==> config.mk <==
export PLATFORM = sky130hd
export DESIGN_NAME = rpn_stack_sequencer
export DESIGN_NICKNAME = d
export VERILOG_FILES = /design/src/rtl/rpn_stack_sequencer.sv
export SDC_FILE = /design/constraint.sdc
export NUM_CORES = 1
export LEC_CHECK = 0
export CAP_MARGIN = 20
export CELL_PAD_IN_SITES_DETAIL_PLACEMENT = 1
export CELL_PAD_IN_SITES_GLOBAL_PLACEMENT = 2
export CORE_MARGIN = 2
export CORE_UTILIZATION = 34
export CTS_BUF_LIST = sky130_fd_sc_hd__clkbuf_8
export DETAILED_ROUTE_END_ITERATION = 10
export PLACE_DENSITY_LB_ADDON = 0.1
export SYNTH_ARGS = -nofsm -noshare
export SYNTH_HDL_FRONTEND = slang
export SYNTH_SLANG_ARGS = --single-unit
==> constraint.sdc <==
create_clock -name Clk -period 3.1 [get_ports Clk]
set_clock_uncertainty 0.1 [all_clocks]
set_input_delay 0.62 -clock Clk [delete_from_list [all_inputs] [get_ports Clk]]
set_output_delay 0.62 -clock Clk [all_outputs]
set_load 0.005 [all_outputs]
==> src/rtl/rpn_stack_sequencer.sv <==
// RPN token sequencer: sole master of a push-down stack.
// Operands push, operators pop two and push, END pops the result.
module rpn_stack_sequencer #(
  parameter int DATAWIDTH = 8
) (
  input  logic                 Clk,
  input  logic                 Rst,
  input  logic                 tok_valid_i,
  output logic                 tok_ready_o,
  input  logic                 tok_op_i,
  input  logic [DATAWIDTH-1:0] tok_data_i,
  output logic                 stk_pushpop_o,
  output logic                 stk_en_o,
  output logic [DATAWIDTH-1:0] stk_data_o,
  input  logic [DATAWIDTH-1:0] stk_data_i,
  input  logic                 stk_empty_i,
  input  logic                 stk_full_i,
  output logic                 res_valid_o,
  output logic [DATAWIDTH-1:0] res_data_o,
  output logic                 err_o,
  output logic [1:0]           err_code_o,
  input  logic                 err_clr_i
);

  typedef enum logic [2:0] {
    IDLE, PUSH, POPB, POPA, EXEC, POPR, RESULT, ERR
  } state_e;

  localparam logic [2:0] OP_ADD = 3'd0;
  localparam logic [2:0] OP_SUB = 3'd1;
  localparam logic [2:0] OP_AND = 3'd2;
  localparam logic [2:0] OP_OR  = 3'd3;
  localparam logic [2:0] OP_XOR = 3'd4;
  localparam logic [2:0] OP_END = 3'd7;

  localparam logic [1:0] E_UNDER = 2'b01;
  localparam logic [1:0] E_OVER  = 2'b10;
  localparam logic [1:0] E_ILL   = 2'b11;

  state_e               state_q, state_d;
  logic [DATAWIDTH-1:0] data_q, data_d;
  logic [DATAWIDTH-1:0] a_q, a_d;
  logic [DATAWIDTH-1:0] b_q, b_d;
  logic [DATAWIDTH-1:0] res_q, res_d;
  logic [2:0]           op_q, op_d;
  logic [1:0]           code_q, code_d;
  logic [DATAWIDTH-1:0] alu;
  logic                 is_arith;
  logic                 is_end;

  assign is_arith = tok_data_i[2:0] <= OP_XOR;
  assign is_end   = tok_data_i[2:0] == OP_END;

  always_comb begin
    alu = '0;
    unique case (op_q)
      OP_ADD:  alu = a_q + b_q;
      OP_SUB:  alu = a_q - b_q;
      OP_AND:  alu = a_q & b_q;
      OP_OR:   alu = a_q | b_q;
      default: alu = a_q ^ b_q;
    endcase
  end

  always_comb begin
    state_d  = state_q;
    data_d   = data_q;
    a_d      = a_q;
    b_d      = b_q;
    res_d    = res_q;
    op_d     = op_q;
    code_d   = code_q;
    stk_en_o = 1'b0;
    unique case (state_q)
      IDLE: begin
        if (tok_valid_i) begin
          if (!tok_op_i) begin
            if (stk_full_i) begin
              state_d = ERR;
              code_d  = E_OVER;
            end else begin
              data_d  = tok_data_i;
              state_d = PUSH;
            end
          end else begin
            unique case (1'b1)
              is_arith: begin
                op_d    = tok_data_i[2:0];
                state_d = POPB;
              end
              is_end:  state_d = POPR;
              default: begin
                state_d = ERR;
                code_d  = E_ILL;
              end
            endcase
          end
        end
      end
      PUSH: begin
        stk_en_o = 1'b1;
        state_d  = IDLE;
      end
      POPB: begin
        if (stk_empty_i) begin
          state_d = ERR;
          code_d  = E_UNDER;
        end else begin
          stk_en_o = 1'b1;
          b_d      = stk_data_i;
          state_d  = POPA;
        end
      end
      POPA: begin
        if (stk_empty_i) begin
          state_d = ERR;
          code_d  = E_UNDER;
        end else begin
          stk_en_o = 1'b1;
          a_d      = stk_data_i;
          state_d  = EXEC;
        end
      end
      EXEC: begin
        data_d  = alu;
        state_d = PUSH;
      end
      POPR: begin
        if (stk_empty_i) begin
          state_d = ERR;
          code_d  = E_UNDER;
        end else begin
          stk_en_o = 1'b1;
          res_d    = stk_data_i;
          state_d  = RESULT;
        end
      end
      RESULT: state_d = IDLE;
      ERR: begin
        if (err_clr_i) begin
          state_d = IDLE;
          code_d  = 2'b00;
        end
      end
      default: state_d = IDLE;
    endcase
  end

  always_ff @(posedge Clk or negedge Rst) begin
    if (!Rst) begin
      state_q <= IDLE;
      data_q  <= '0;
      a_q     <= '0;
      b_q     <= '0;
      res_q   <= '0;
      op_q    <= '0;
      code_q  <= 2'b00;
    end else begin
      state_q <= state_d;
      data_q  <= data_d;
      a_q     <= a_d;
      b_q     <= b_d;
      res_q   <= res_d;
      op_q    <= op_d;
      code_q  <= code_d;
    end
  end

  assign tok_ready_o   = state_q == IDLE;
  assign stk_pushpop_o = state_q != PUSH;
  assign stk_data_o    = data_q;
  assign res_valid_o   = state_q == RESULT;
  assign res_data_o    = res_q;
  assign err_o         = state_q == ERR;
  assign err_code_o    = code_q;

endmodule

==> flow_summary_export.csv <==
group,metric,value,unit
global_route,grt_use_total,0.180,
route,drtIter0Drc,49,
yosys,syn_area,2740,µm²
yosys,synthAdderAreaFrac,0.117,
global_route,met2_usage,0.295,
die,dieWidth,93.8,µm
pwr,p_sw_frac,0.448,
route,routed_wl,7400,µm
pwr,irDropWorstVdd,0.000310,V
route,drcViolationCount,0,
global_route,grt_busiest_layer,"met2",
die,die_h,93.8,µm
worst_setup_path,worst_path_max_delay_cell,"fa_1",
yosys,synth_edf_count,0,
pwr,leakagePower,1.44,nW
run_status,outcome,"finished clean",
worst_setup_path,r2r_slack,200,ps
place,place_area,3270,µm²
layout,syn2layout_area_growth,22.6,%
yosys,synth.area.mux_share,0.0648,
pwr,power_frac_seq,0.266,
route,ant_nets,0,
worst_setup_path,crit_top_cell,"and2_1",
die,core_area,7770,µm²
yosys,synthDistinctLibCells,51,
die,fp-row-count,32,
route,vias_per_cell,5.14,
yosys,yosysSeqAreaShare,0.365,
layout,insertedDiodeCount,0,
clock_tree,post-cts-setup-buffers,0,
pwr,internal-power,2.25,mW
place,dp_hpwl,5620,µm
global_route,grt_use_met1,0.248,
worst_setup_path,crit_family,"simple AND/OR/NAND/NOR gates",
clock_tree,cts_tree,"built",
place,io_buffers,45,
worst_setup_path,required,3230,ps
timing,finalCritPeriodShare,0.935,
timing,max_freq,0.345,GHz
timing,slew_headroom,0.360,
pwr,power_frac_clock,0.089,
yosys,yosys_warnings,0,
die,io_pins,46,
yosys,synth_simple_gate_area_frac,0.169,
yosys,synth_nets,352,
clock_tree,post_cts_resized,0,
place,routabilityCongestion,0.762,
flow_run,drv_cap,0,
global_route,first_global_vias,2420,
yosys,synth_compound_area_frac,0.187,
clock_tree,cts_root_buf,"clkbuf_8",
pwr,combPwrFrac,0.645,
route,wire_per_inst,16.5,µm
global_route,grt.overflow.total,0,
worst_setup_path,cp_cell_sequence,"nor2_4, and2_1, mux2_2, fa_1, nor2b_1, o21ai_1, and2_1, o32a_1, o311ai_1, o311a_1",
clock_tree,clk_path_buf_depth,2,
layout,nNetsFinal,394,
global_route,grt_max_degree,41,
worst_setup_path,path_max_fanout,7,
worst_setup_path,critical_path_buf_inv_count,0,
worst_setup_path,arrival,3030,ps
clock_tree,cts_buffers,5,
pwr,p_sw,1.82,mW
clock_tree,clk_latency,290,ps
yosys,synth_area_per_cell,9.02,µm²
die,start_util,0.353,
die,die-area,8800,µm²
global_route,grt_use_met3,0.0337,
layout,postLayoutCellArea,3360,µm²
clock_tree,hold_buffers,0,
layout,drive_above_1_share,0.104,
yosys,ys_ff_latch,40,
clock_tree,clk_pin_slew,80,ps
pwr,powerDensity,1210,nW/µm²
global_route,antenna_found_initial,0,
yosys,netlist_instances,304,
timing,slew_viol_final,0,
clock_tree,cts.htree.levels,2,
yosys,synth-async-reset-ratio,1.00,
worst_setup_path,critical_path.max_stage_delay,440,ps
timing,rsz0062_at_grt,"false",
yosys,synthFlopType,"dfrtp_1",
worst_setup_path,critPathLaunchType,"flop",
yosys,synth_top_family_by_area,"compound AO/OA/AOI/OAI gates",
worst_setup_path,end_kind,"flop",
global_route,grt_pass1_wl,12300,µm
timing,min_period,2900,ps
timing,tns,0,ps
route,num_vias,2309,
worst_hold_path,hold_class,"in -> async",
timing,tightest_slew,960,ps
yosys,synth_xor_area_frac,0.0319,
timing,final_hold_viol_count,0,
layout,final.fill_count,927,
timing,setup_viol,0,
route,dr.pass1.iters,4,
worst_setup_path,crit_type,"reg -> reg",
clock_tree,cts_sinks,40,
## cell usage after synthesis (all sizes together) (2+ instances only)
| master | instances | area share |
|---|---|---|
| dfrtp | 40 | 0.36 |
| nand2 | 39 | 0.053 |
| o21ai | 36 | 0.066 |
| ha | 24 | 0.11 |
| inv | 23 | 0.031 |
| nor2 | 23 | 0.038 |
| a21oi | 18 | 0.033 |
| mux2 | 14 | 0.057 |
| xnor2 | 10 | 0.032 |
| buf | 8 | 0.023 |
| clkbuf | 8 | 0.011 |
| a221oi | 6 | 0.019 |
| nand2b | 5 | 0.014 |
| and2 | 4 | 0.0091 |
| nor3 | 4 | 0.011 |
| and3 | 3 | 0.0068 |
| o22ai | 3 | 0.0068 |
| o31ai | 3 | 0.0082 |
| a211oi | 2 | 0.0055 |
| a21boi | 2 | 0.0055 |
| a31oi | 2 | 0.0046 |
| a41oi | 2 | 0.0064 |
| mux2i | 2 | 0.0073 |
| nand3b | 2 | 0.0055 |
| nor2b | 2 | 0.0046 |
| o21a | 2 | 0.0055 |
## power groups by stage
stage          registers [mW]  logic (mW)  clock network, mW
2_1_floorplan           0.962        1.90                  0
3_3_place_gp             1.08        2.59                  0
3_5_place_dp             1.10        2.62                  0
4_1_cts                  1.09        2.64              0.379
5_1_grt                  1.14        2.96              0.396
6_report                 1.08        2.62              0.362
## per-stage QoR
step | hold slack [ps] | utilization | instances | total power, mW | setup WS, ps
after global placement | 365 | 0.421 | 441 | 3.68 | 297
after detailed placement | 376 | 0.421 | 441 | 3.72 | 229
final | 365 | 0.433 | 449 | 4.07 | 200
after global routing | 431 | 0.433 | 449 | 4.49 | 3.56
after floorplan | 224 | - | 304 | 2.86 | 393
after CTS | 395 | 0.433 | 449 | 4.11 | 206
## final cells by class
cell class | count | area, µm² | area share
Multi-Input combinational cell | 225 | 1560 | 0.465
Sequential cell | 40 | 1000 | 0.298
Timing Repair Buffer | 51 | 490 | 0.146
Tap cell | 102 | 128 | 0.0380
Inverter | 23 | 86.3 | 0.0257
Clock buffer | 6 | 82.6 | 0.0246
Clock inverter | 2 | 11.3 | 0.00335
## final timing paths
check	end	depth (start not counted)	startpoint
setup / recovery	stk_data_o[6]	10	op_q[1]
hold / removal	b_q[1]	1	Rst
setup reg to reg	stk_data_o[6]	10	op_q[1]
hold reg to reg	stk_data_o[4]	2	stk_data_o[4]
max in group asynchronous	b_q[3]	1	Rst
min in group Clk	stk_data_o[4]	2	stk_data_o[4]
## layout by cell type, fill, tap and decap left out, types with 3 or more instances in the layout
| master | n |
|---|---|
| xnor2_1 | 10 |
| buf_4 | 6 |
| and3_1 | 3 |
| dfrtp_1 | 40 |
| nor2_1 | 20 |
| inv_1 | 23 |
| o21ai_0 | 34 |
| ha_1 | 24 |
| o31ai_1 | 3 |
| nand2b_1 | 4 |
| a21oi_1 | 18 |
| clkdlybuf4s50_1 | 44 |
| mux2_2 | 14 |
| nand2_1 | 39 |
| o22ai_1 | 3 |
| clkbuf_8 | 6 |
| a221oi_1 | 6 |
| and2_1 | 4 |
## logic make-up (layout without fill, tap and decap cells)
logic type | after synthesis | after routing
AOI/OAI and AO/OA | 84 | 84
and+or+nand+nor | 90 | 90
xor gates and xnor gates | 10 | 10
muxes | 16 | 16
buffers and inverters | 39 | 82
adders and majority gates | 25 | 25
DFF | 40 | 40
## worst register-to-register path, stage by stage (launching register included)
cell and delay, ps:
dfrtp_1 420, nor2_4 170, and2_1 300, mux2_2 400
fa_1 440, nor2b_1 130, o21ai_1 80, and2_1 190
o32a_1 160, o311ai_1 250, o311a_1 210
## flip-flops by register name, indices dropped and copies added (netlist names)
signal	flops
a_q	8
b_q	8
res_data_o	8
stk_data_o	8
op_q	3
state_q	3
err_code_o	2
## layer usage
layer / wire length, µm / up-vias
li1: - / 1136
met1: 3660 / 1121
met2: 3390 / 45
met3: 266 / 7
met4: 80 / 0
met5: 0 / -
Power figures use the tool's default switching activity.
